$ cat config.mk
export PLATFORM = sky130hd
export DESIGN_NAME = tricol_seq
export DESIGN_NICKNAME = d
export VERILOG_FILES = /design/src/rtl/tricol_pkg.sv /design/src/rtl/tricol_seq_tick_div.sv /design/src/rtl/tricol_seq.sv
export SDC_FILE = /design/constraint.sdc
export NUM_CORES = 1
export LEC_CHECK = 0
export BUFFER_PORTS_ARGS = -buffer_cell sky130_fd_sc_hd__buf_2
export CORE_AREA = 4 4 62 64
export DETAILED_ROUTE_END_ITERATION = 8
export DIE_AREA = 0 0 66 68
export GPL_ROUTABILITY_DRIVEN = 1
export GPL_TIMING_DRIVEN = 1
export PLACE_DENSITY = 0.77
export SKIP_CTS_REPAIR_TIMING = 1
export SYNTH_ARGS = -nofsm -noshare
export SYNTH_HDL_FRONTEND = slang
export SYNTH_HIERARCHICAL = 1
export SYNTH_SLANG_ARGS = --single-unit
$ cat constraint.sdc
create_clock -name clk -period 4.3 [get_ports clk]
set_input_delay 0.215 -clock clk [delete_from_list [all_inputs] [get_ports clk]]
set_output_delay 0.215 -clock clk [all_outputs]
set_load 0.02 [all_outputs]
$ cat src/rtl/tricol_pkg.sv
// Shared colour/state encoding for the tri-colour LED path.
// The sequencer state encoding equals the colour code driven to the LED decoder.
package tricol_pkg;

    localparam int unsigned COL_W = 2;

    typedef enum logic [COL_W-1:0] {
        COL_OFF    = 2'b00,
        COL_RED    = 2'b01,
        COL_GREEN  = 2'b10,
        COL_YELLOW = 2'b11
    } col_t;

    // Colour that follows a running phase: RED -> GREEN -> YELLOW -> RED.
    function automatic col_t next_col(input col_t c);
        case (c)
            COL_RED:    next_col = COL_GREEN;
            COL_GREEN:  next_col = COL_YELLOW;
            default:    next_col = COL_RED;
        endcase
    endfunction

endpackage

$ cat src/rtl/tricol_seq_tick_div.sv
// tick_div: prescaler producing a one-cycle tick every DIV enabled cycles.
// Ports:
//   clk  - clock
//   rst  - synchronous active-high reset
//   en   - count enable
//   clr  - clear count to 0 (wins over en)
//   tick - high while enabled and the count sits at DIV-1
module tick_div #(
    parameter int unsigned DIV = 4
) (
    input  logic clk,
    input  logic rst,
    input  logic en,
    input  logic clr,
    output logic tick
);

    localparam int unsigned CW = (DIV > 2) ? $clog2(DIV) : 1;
    localparam logic [CW-1:0] LAST = CW'(DIV - 1);

    logic [CW-1:0] count;

    // Tick is gated by en so a frozen count never re-fires.
    assign tick = en && (count == LAST);

    always_ff @(posedge clk) begin
        if (rst) begin
            count <= '0;
        end else if (clr) begin
            count <= '0;
        end else if (en) begin
            count <= (count == LAST) ? '0 : count + CW'(1);
        end
    end

endmodule

$ cat src/rtl/tricol_seq.sv
// tricol_seq: timed RED/GREEN/YELLOW sequencer with auto and manual stepping.
// Ports:
//   clk        - clock
//   rst        - synchronous active-high reset
//   ien        - start/stop/step request, rising edge acts
//   mode       - 0 auto cycle, 1 manual step
//   hold       - freeze time base and remain
//   col        - colour code (registered copy of state)
//   remain     - ticks left in current phase minus 1, 0 in IDLE
//   phase_done - one-cycle strobe in the first cycle of a new colour
module tricol_seq
    import tricol_pkg::*;
#(
    parameter int unsigned TICK_DIV = 100_000_000,
    parameter int unsigned T_RED    = 5,
    parameter int unsigned T_GREEN  = 5,
    parameter int unsigned T_YELLOW = 2,
    parameter int unsigned CNT_W    = 4
) (
    input  logic             clk,
    input  logic             rst,
    input  logic             ien,
    input  logic             mode,
    input  logic             hold,
    output logic [1:0]       col,
    output logic [CNT_W-1:0] remain,
    output logic             phase_done
);

    localparam logic [CNT_W-1:0] LEN_RED    = CNT_W'(T_RED - 1);
    localparam logic [CNT_W-1:0] LEN_GREEN  = CNT_W'(T_GREEN - 1);
    localparam logic [CNT_W-1:0] LEN_YELLOW = CNT_W'(T_YELLOW - 1);

    // Elaboration-time range checks on phase lengths and divider.
    if (T_RED < 1 || T_RED > 2**CNT_W) begin : g_bad_red
        $error("tricol_seq: T_RED out of range");
    end
    if (T_GREEN < 1 || T_GREEN > 2**CNT_W) begin : g_bad_green
        $error("tricol_seq: T_GREEN out of range");
    end
    if (T_YELLOW < 1 || T_YELLOW > 2**CNT_W) begin : g_bad_yellow
        $error("tricol_seq: T_YELLOW out of range");
    end
    if (TICK_DIV < 2) begin : g_bad_div
        $error("tricol_seq: TICK_DIV must be >= 2");
    end

    col_t             state, state_n;
    logic [CNT_W-1:0] remain_n;
    logic             ien_d;
    logic             ien_e;
    logic             tick;
    logic             tick_en;
    logic             tick_clr;

    // Load value (length-1) for the phase being entered.
    function automatic logic [CNT_W-1:0] load_of(input col_t c);
        case (c)
            COL_RED:    load_of = LEN_RED;
            COL_GREEN:  load_of = LEN_GREEN;
            COL_YELLOW: load_of = LEN_YELLOW;
            default:    load_of = '0;
        endcase
    endfunction

    assign ien_e   = ien & ~ien_d;
    assign tick_en = (state != COL_OFF) && !hold;

    tick_div #(.DIV(TICK_DIV)) u_tick_div (
        .clk  (clk),
        .rst  (rst),
        .en   (tick_en),
        .clr  (tick_clr),
        .tick (tick)
    );

    // State, remain, strobe and edge-detect registers.
    always_ff @(posedge clk) begin
        if (rst) begin
            state      <= COL_OFF;
            remain     <= '0;
            phase_done <= 1'b0;
            ien_d      <= 1'b0;
        end else begin
            state      <= state_n;
            remain     <= remain_n;
            phase_done <= (state_n != state);
            ien_d      <= ien;
        end
    end

    // Next state / remain; a button edge takes priority over a same-cycle tick.
    always_comb begin
        state_n  = state;
        remain_n = remain;
        if (state == COL_OFF) begin
            if (ien_e) begin
                state_n  = COL_RED;
                remain_n = LEN_RED;
            end
        end else if (ien_e) begin
            if (!mode) begin
                state_n  = COL_OFF;
                remain_n = '0;
            end else begin
                state_n  = next_col(state);
                remain_n = load_of(next_col(state));
            end
        end else if (tick && !mode) begin
            if (remain != '0) begin
                remain_n = remain - CNT_W'(1);
            end else begin
                state_n  = next_col(state);
                remain_n = load_of(next_col(state));
            end
        end
        tick_clr = (state_n != state);
    end

    assign col = state;

endmodule

==> metrics.log, run 1 <==
INFO  metric cp_data_required_time = approximately 4500 ps
INFO  metric coreArea = between 3000 and 4000 sq um
INFO  metric maxSlewViolCount = 0
INFO  metric ctsRootBufferMaster = sky130_fd_sc_hd__clkbuf_4
INFO  metric synth.ff_latch_count = 35
INFO  metric hold_path.startpoint = ien
INFO  metric post_synth_num_cell_types = 50
INFO  metric ff2ff_setup_slack = between 500 and 600 ps
INFO  metric mean_routed_wirelength_per_cell = about 13 um
INFO  metric worst_hold_path.num_cells = 2
INFO  metric grt_pass1_vias = roughly 1600
INFO  metric setup_violations = 0
INFO  metric grt_max_degree = 28
INFO  metric crit_fanout = 27
INFO  metric layout.nets = approximately 250
INFO  metric rr_startpoint = col[0]$_SDFF_PP0_
INFO  metric diodes = 0
INFO  metric cts-buffers-inserted = 5
INFO  metric clock-sinks = 35
INFO  metric post_synthesis_net_count = around 240
INFO  metric syn_inst = approximately 230
INFO  metric first_pass_grt_wire_length = about 7 mm
INFO  metric achievable-frequency = about 0.27 GHz
INFO  metric timing.final.ws_setup = about 530 ps
INFO  metric post-dp-hpwl = around 2.8 mm
INFO  metric num_vias = 1658
INFO  metric drtIter0Drc = about 110
INFO  metric fin_crit = approximately 3800 ps
INFO  metric clk_path_buf_depth = 2
INFO  metric ctsHtreeMaxLevel = 2
INFO  metric ant_nets = 0
INFO  metric fin_setup_tns = 0 ps
INFO  metric yosysTopAreaCell = sky130_fd_sc_hd__dfxtp_1
INFO  metric yosys_warnings = 6
INFO  metric worst_setup_path_start_kind = flop
INFO  metric maxCapViolations = 0
INFO  metric synth_sequential_area_ratio = between 30% and 40%
INFO  metric finalWeightedCongestion = about 0.86
INFO  metric critical_path.reg2reg.endpoint = u_tick_div/count[24]$_SDFFE_PP0P_
INFO  metric port_buffers = 11
INFO  metric stdcell_area = just over 2000 sq um
INFO  metric track_usage = about a fifth
INFO  metric tightestPinTransition = about 1100 ps
INFO  metric criticalPathCategory = reg -> reg
INFO  metric cp_data_arrival_time = around 4000 ps
INFO  metric ff2ff_path_depth = 13
INFO  metric dp_slack = around 500 ps
INFO  metric whs = around 160 ps
INFO  metric synth_top_flop_cell = sky130_fd_sc_hd__dfxtp_1
INFO  metric die_area = between 4000 and 5000 sq um
INFO  metric initial_core_util = 59.1%
INFO  metric drt-vias-per-instance = approximately 5.9
INFO  metric tritoncts_clock_tree = built
INFO  metric antenna_violations_before_repair = 0
INFO  metric synthArstFlopShare = 0%
INFO  metric drcViolationCount = 0
INFO  metric yosys-top-cells-count = 35 x sky130_fd_sc_hd__dfxtp_1, 25 x sky130_fd_sc_hd__nor2_1, 15 x sky130_fd_sc_hd__a21oi_1
INFO  metric drive_above_1_share = between 10% and 20%
INFO  metric cellLeakagePower = a little under 0.7 nW
INFO  metric clock_latency = between 300 and 400 ps
INFO  metric vdd_ir_drop_max = ~0.22 mV
INFO  metric drt_pre_antenna_iters = 4
INFO  metric dpl_cell_area = 2000 sq um
INFO  metric rsz0062_at_grt = false
INFO  metric final.setup_skew = between 10 and 15 ps
INFO  metric p_per_area = approximately 270 nW/um^2
INFO  metric floorplan.die.height = between 60 and 70 um
INFO  metric gr_ovfl_total = 0
INFO  metric worst_hold_path.endpoint = ien_d$_SDFF_PP0_
INFO  metric class_of_the_tightest_hold_or_removal_check = in -> reg
INFO  metric post_synth_instance_area = a little under 2000 sq um
INFO  metric area_growth_syn_to_layout = 5.67%
INFO  metric die-width = approximately 66 um
INFO  metric slew_headroom = roughly 29%
INFO  metric final_worst_path_period_share = approximately 88%
INFO  metric placementRows = 21
INFO  metric post_synth_edffs = 0
INFO  metric design.portCount = 12
INFO  metric status = completed
INFO  metric drt_wl_total = around 3.8 mm
INFO  metric synth.top_cell.area_share = a little over a third
INFO  metric post-synth-top-count-cell = sky130_fd_sc_hd__dfxtp_1
INFO  metric finalHoldViolCount = 0
INFO  metric synth_area_per_cell = 8.52 sq um
INFO  metric synth.area.top_cells = sky130_fd_sc_hd__dfxtp_1 36%, sky130_fd_sc_hd__nor2_1 4.8%, sky130_fd_sc_hd__nand4_1 4.5%, sky130_fd_sc_hd__xnor2_1 4.5%, sky130_fd_sc_hd__a21oi_1 3.9%
INFO  metric timing.critical_path.to_type = flop
INFO  metric clkSlewWorstSetupHoldPaths = about 110 ps
[layer usage]
layer | part of all wire [%] | GRT usage, % | up-vias
met5 | 0 | 0 | -
met1 | 49 | 24.4 | 767
met4 | 1.3 | 6.60 | 0
met2 | 46 | 31.2 | 31
li1 | - | - | 854
met3 | 4.5 | 5.42 | 6
[stage by stage]
step | total power [mW] | instances | util, %
finish | 0.560 | 283 | 62.5
global route | 0.591 | 283 | 62.5
CTS | 0.565 | 283 | 62.5
detailed placement | 0.394 | 275 | 60.8
global placement | 0.393 | 275 | 60.8
floorplan | 0.382 | 228 | -
[sequential cells by signal, indices dropped and copies added, names as in the netlist]
signal and cells:
phase_done 1, col 2, u_tick_div/count 27, remain 4, ien_d 1
[where the power goes]
| part | total (mW) | switching [mW] | leakage [nW] | internal, mW |
|---|---|---|---|---|
| combinational | 0.0542 | 0.0355 | 0.373 | 0.0187 |
| sequential | 0.333 | 0.00441 | 0.283 | 0.328 |
| clock | 0.173 | 0.110 | 0.0282 | 0.0631 |
[cells in the final DEF, fill, tap and decap left out, drive strengths merged, types with 2 or more instances in the layout]
master,Yosys,routed
a21oi,15,15
nand4,16,16
nor3b,2,2
nor2b,4,4
ha,6,6
o31ai,3,3
a31oi,3,3
nor2,25,25
inv,9,9
a211oi,2,2
and2,2,2
or3b,2,2
dfxtp,35,35
nand2,10,10
a31o,2,2
o21ai,9,9
nor3,9,9
and4,6,6
nand2b,3,3
buf,5,11
or4,3,3
mux2i,3,3
and3,3,3
clkbuf,5,6
a211o,2,2
xnor2,10,10
nor4,5,5
or3,7,7
xor2,6,6
nand3,6,6
[area by class of cell]
class                   instances  area [sq um]
fillers                       316          1230
clock buffers                   6          41.3
well taps                      46          57.6
clock inverters                 2          12.5
flip-flops and latches         35           701
multi-input cells             174          1150
repair buffers                 11          55.1
inverters                       9          33.8
[worst max path at each step]
stage / from / endpoint / slack [ps] / cells after the start
global placement: col[0]$_SDFF_PP0_ / u_tick_div/count[0]$_SDFFE_PP0P_ / 700 / 13
detailed placement: col[0]$_SDFF_PP0_ / u_tick_div/count[24]$_SDFFE_PP0P_ / 500 / 13
CTS: col[0]$_SDFF_PP0_ / u_tick_div/count[24]$_SDFFE_PP0P_ / 510 / 13
finish: col[0]$_SDFF_PP0_ / u_tick_div/count[24]$_SDFFE_PP0P_ / 530 / 13
floorplan: col[0]$_SDFF_PP0_ / u_tick_div/count[10]$_SDFFE_PP0P_ / 860 / 16
global route: col[0]$_SDFF_PP0_ / u_tick_div/count[12]$_SDFFE_PP0P_ / 150 / 13
[critical path, stage by stage, from the launching register on]
cell                      delay (ps)
sky130_fd_sc_hd__dfxtp_1         420
sky130_fd_sc_hd__inv_1           130
sky130_fd_sc_hd__ha_1            340
sky130_fd_sc_hd__nor2_1          410
sky130_fd_sc_hd__and4_1          310
sky130_fd_sc_hd__nand4_1         180
sky130_fd_sc_hd__nor2_1          170
sky130_fd_sc_hd__nor2b_1         310
sky130_fd_sc_hd__a31oi_1         150
sky130_fd_sc_hd__or4b_1          510
sky130_fd_sc_hd__nand3_1         100
sky130_fd_sc_hd__nor2_1           50
sky130_fd_sc_hd__o21ai_2         400
sky130_fd_sc_hd__a21oi_1         110
[cells by family (layout without fill, tap and decap cells)]
kind of cell,count (synthesis),in the layout,share of synthesized area [%]
XOR/XNOR,16,16,7.22
multiplexers,3,3,1.55
adder cells (fa/ha/maj),6,6,3.87
flip-flops,35,35,36.1
buffers and inverters,19,28,4.83
AO/OA/AOI/OAI,40,40,12.6
AND/OR/NAND/NOR,109,109,33.8
Note: power is estimated with default switching activity, not from simulation.
==> run 2: changes to the inputs <==
--- a/config.mk
+++ b/config.mk
@@ -11,7 +11,7 @@
 export DIE_AREA = 0 0 66 68
 export GPL_ROUTABILITY_DRIVEN = 1
 export GPL_TIMING_DRIVEN = 1
-export PLACE_DENSITY = 0.77
+export PLACE_DENSITY = 0.89
 export SKIP_CTS_REPAIR_TIMING = 1
 export SYNTH_ARGS = -nofsm -noshare
 export SYNTH_HDL_FRONTEND = slang
==> constraint.sdc (replaced) <==
create_clock -name clk -period 4.05 [get_ports clk]
set_input_delay 0.2025 -clock clk [delete_from_list [all_inputs] [get_ports clk]]
set_output_delay 0.2025 -clock clk [all_outputs]
set_load 0.02 [all_outputs]
==> metrics.log, run 2 (synthesized netlist as in run 1, its figures left out) <==
INFO  metric drt_wl_total = 3.68 mm (was 3.82 mm)
INFO  metric cts-buffers-inserted = 5 (unchanged)
INFO  metric criticalPathCategory = reg -> reg (unchanged)
INFO  metric grt_pass1_vias = 1480 (was 1552)
INFO  metric register_name_with_the_most_flops = u_tick_div/count (unchanged)
INFO  metric drt-vias-per-instance = 5.92 (was 5.86)
INFO  metric gr_ovfl_total = 0 (unchanged)
INFO  metric timing.critical_path.to_type = flop (unchanged)
INFO  metric ant_nets = 0 (unchanged)
INFO  metric worst_hold_path.num_cells = 2 (unchanged)
INFO  metric num_vias = 1686 (was 1658)
INFO  metric drcViolationCount = 0 (unchanged)
INFO  metric drt_pre_antenna_iters = 4 (unchanged)
INFO  metric ctsHtreeMaxLevel = 2 (unchanged)
INFO  metric initial_core_util = 59.1% (unchanged)
INFO  metric fin_setup_tns = 0 ps (unchanged)
INFO  metric area_growth_syn_to_layout = 7.22% (was 5.67%)
INFO  metric setup_violations = 0 (unchanged)
INFO  metric ctsRootBufferMaster = sky130_fd_sc_hd__clkbuf_4 (unchanged)
INFO  metric fin_crit = 3400 ps (was 3770 ps)
INFO  metric final_worst_path_period_share = 83.9% (was 87.7%)
INFO  metric p_per_area = 300 nW/um^2 (was 273 nW/um^2)
INFO  metric drtIter0Drc = 103 (was 111)
INFO  metric cp_data_required_time = 4270 ps (was 4470 ps)
INFO  metric maxSlewViolCount = 0 (unchanged)
INFO  metric first_pass_grt_wire_length = 6.31 mm (was 6.80 mm)
INFO  metric class_of_the_tightest_hold_or_removal_check = in -> reg (unchanged)
INFO  metric mean_routed_wirelength_per_cell = 12.9 um (was 13.5 um)
INFO  metric clock-sinks = 35 (unchanged)
INFO  metric diodes = 0 (unchanged)
INFO  metric number_of_flip_flops_in_the_largest_register = 27 (unchanged)
INFO  metric dp_slack = 677 ps (was 502 ps)
INFO  metric cellLeakagePower = 0.702 nW (was 0.684 nW)
INFO  metric rsz0062_at_grt = false (unchanged)
INFO  metric layout.cells.most_common = sky130_fd_sc_hd__dfxtp_1 (unchanged)
INFO  metric port_buffers = 11 (unchanged)
INFO  metric timing.final.ws_setup = 651 ps (was 530 ps)
INFO  metric crit_fanout = 27 (unchanged)
INFO  metric placementRows = 21 (unchanged)
INFO  metric finalWeightedCongestion = 0.856 (was 0.860)
INFO  metric design.portCount = 12 (unchanged)
INFO  metric clk_path_buf_depth = 2 (unchanged)
INFO  metric slew_headroom = 56.5% (was 28.8%)
INFO  metric track_usage = 18.0% (was 19.1%)
INFO  metric layout_common_cells = 35 x sky130_fd_sc_hd__dfxtp_1, 25 x sky130_fd_sc_hd__nor2_1, 15 x sky130_fd_sc_hd__a21oi_1, 14 x sky130_fd_sc_hd__nand4_1, 11 x sky130_fd_sc_hd__buf_2 (unchanged)
INFO  metric tritoncts_clock_tree = built (unchanged)
INFO  metric worst_setup_path_start_kind = flop (unchanged)
INFO  metric die-width = 66 um (unchanged)
INFO  metric whs = 134 ps (was 155 ps)
INFO  metric ff2ff_path_depth = 15 (was 13)
INFO  metric post_layout_nonfiller_instances = 285 (was 283)
INFO  metric coreArea = 3280 sq um (unchanged)
INFO  metric post-dp-hpwl = 2.67 mm (was 2.76 mm)
INFO  metric achievable-frequency = 0.294 GHz (was 0.265 GHz)
INFO  metric layout.nets = 249 (was 247)
INFO  metric final.setup_skew = 3.19 ps (was 10.9 ps)
INFO  metric clock_latency = 330 ps (about the same)
INFO  metric finalHoldViolCount = 0 (unchanged)
INFO  metric maxCapViolations = 0 (unchanged)
INFO  metric clkSlewWorstSetupHoldPaths = 100 ps (was 110 ps)
INFO  metric antenna_violations_before_repair = 0 (unchanged)
INFO  metric cp_data_arrival_time = 3620 ps (was 3940 ps)
INFO  metric floorplan.die.height = 68 um (unchanged)
INFO  metric drive_above_1_share = 12.6% (was 11.8%)
INFO  metric vdd_ir_drop_max = 0.257 mV (was 0.219 mV)
INFO  metric grt_max_degree = 28 (unchanged)
INFO  metric status = completed (unchanged)
INFO  metric die_area = 4490 sq um (unchanged)
INFO  metric numPlacedInstances = 277 (was 275)
INFO  metric tightestPinTransition = 650 ps (was 1070 ps)
## run 2: area by class of cell
type | instances | area (sq um)
inverter | 9 | 33.8
fill | 283 | 1200
sequential | 35 | 701
tap | 46 | 57.6
clock inverter | 1 | 7.51
multi-input combinational | 174 | 1150
clock buffer | 7 | 65.1
timing repair buffer | 13 | 70.1
## run 2: report_power, final
part	switching, mW	internal, mW
combinational	0.0364	0.0217
sequential	0.00483	0.348
clock	0.112	0.101
total	0.154	0.471
## run 2: worst max-delay path, cell delays in order, from the launching register on
cell and delay (ps):
sky130_fd_sc_hd__dfxtp_1 430, sky130_fd_sc_hd__inv_1 120, sky130_fd_sc_hd__ha_1 320, sky130_fd_sc_hd__nor2_1 150
sky130_fd_sc_hd__buf_4 160, sky130_fd_sc_hd__and4_1 230, sky130_fd_sc_hd__nand4_1 170, sky130_fd_sc_hd__nor2_1 170
sky130_fd_sc_hd__nor2b_1 280, sky130_fd_sc_hd__a31oi_1 150, sky130_fd_sc_hd__or4b_1 510, sky130_fd_sc_hd__nand3_1 110
sky130_fd_sc_hd__nor2_1 50, sky130_fd_sc_hd__o21ai_1 70, sky130_fd_sc_hd__buf_4 290, sky130_fd_sc_hd__nor2_1 90
## run 2: through the flow
stage,power [mW],cell area [sq um],util [%]
floorplan,0.406,1940,-
global route,0.653,2080,63.4
global placement,0.418,2010,61.2
detailed placement,0.419,2010,61.2
finish,0.625,2080,63.4
CTS,0.632,2080,63.4
## run 2: worst paths after layout
| path | start | to | slack (ps) |
|---|---|---|---|
| setup / recovery | col[0]$_SDFF_PP0_ | u_tick_div/count[13]$_SDFFE_PP0P_ | 650 |
| hold / removal | ien | ien_d$_SDFF_PP0_ | 130 |
| setup reg to reg | col[0]$_SDFF_PP0_ | u_tick_div/count[13]$_SDFFE_PP0P_ | 650 |
| hold reg to reg | u_tick_div/count[23]$_SDFFE_PP0P_ | u_tick_div/count[23]$_SDFFE_PP0P_ | 500 |
## run 2: layer usage
layer  vias to the layer above  share of wire (%)  GRT usage, %
li1                        858                  -             -
met1                       783                 46          21.4
met2                        40                 47          30.7
met3                         5                5.9          5.09
met4                         0                1.3          7.61
met5                         -                  0             0
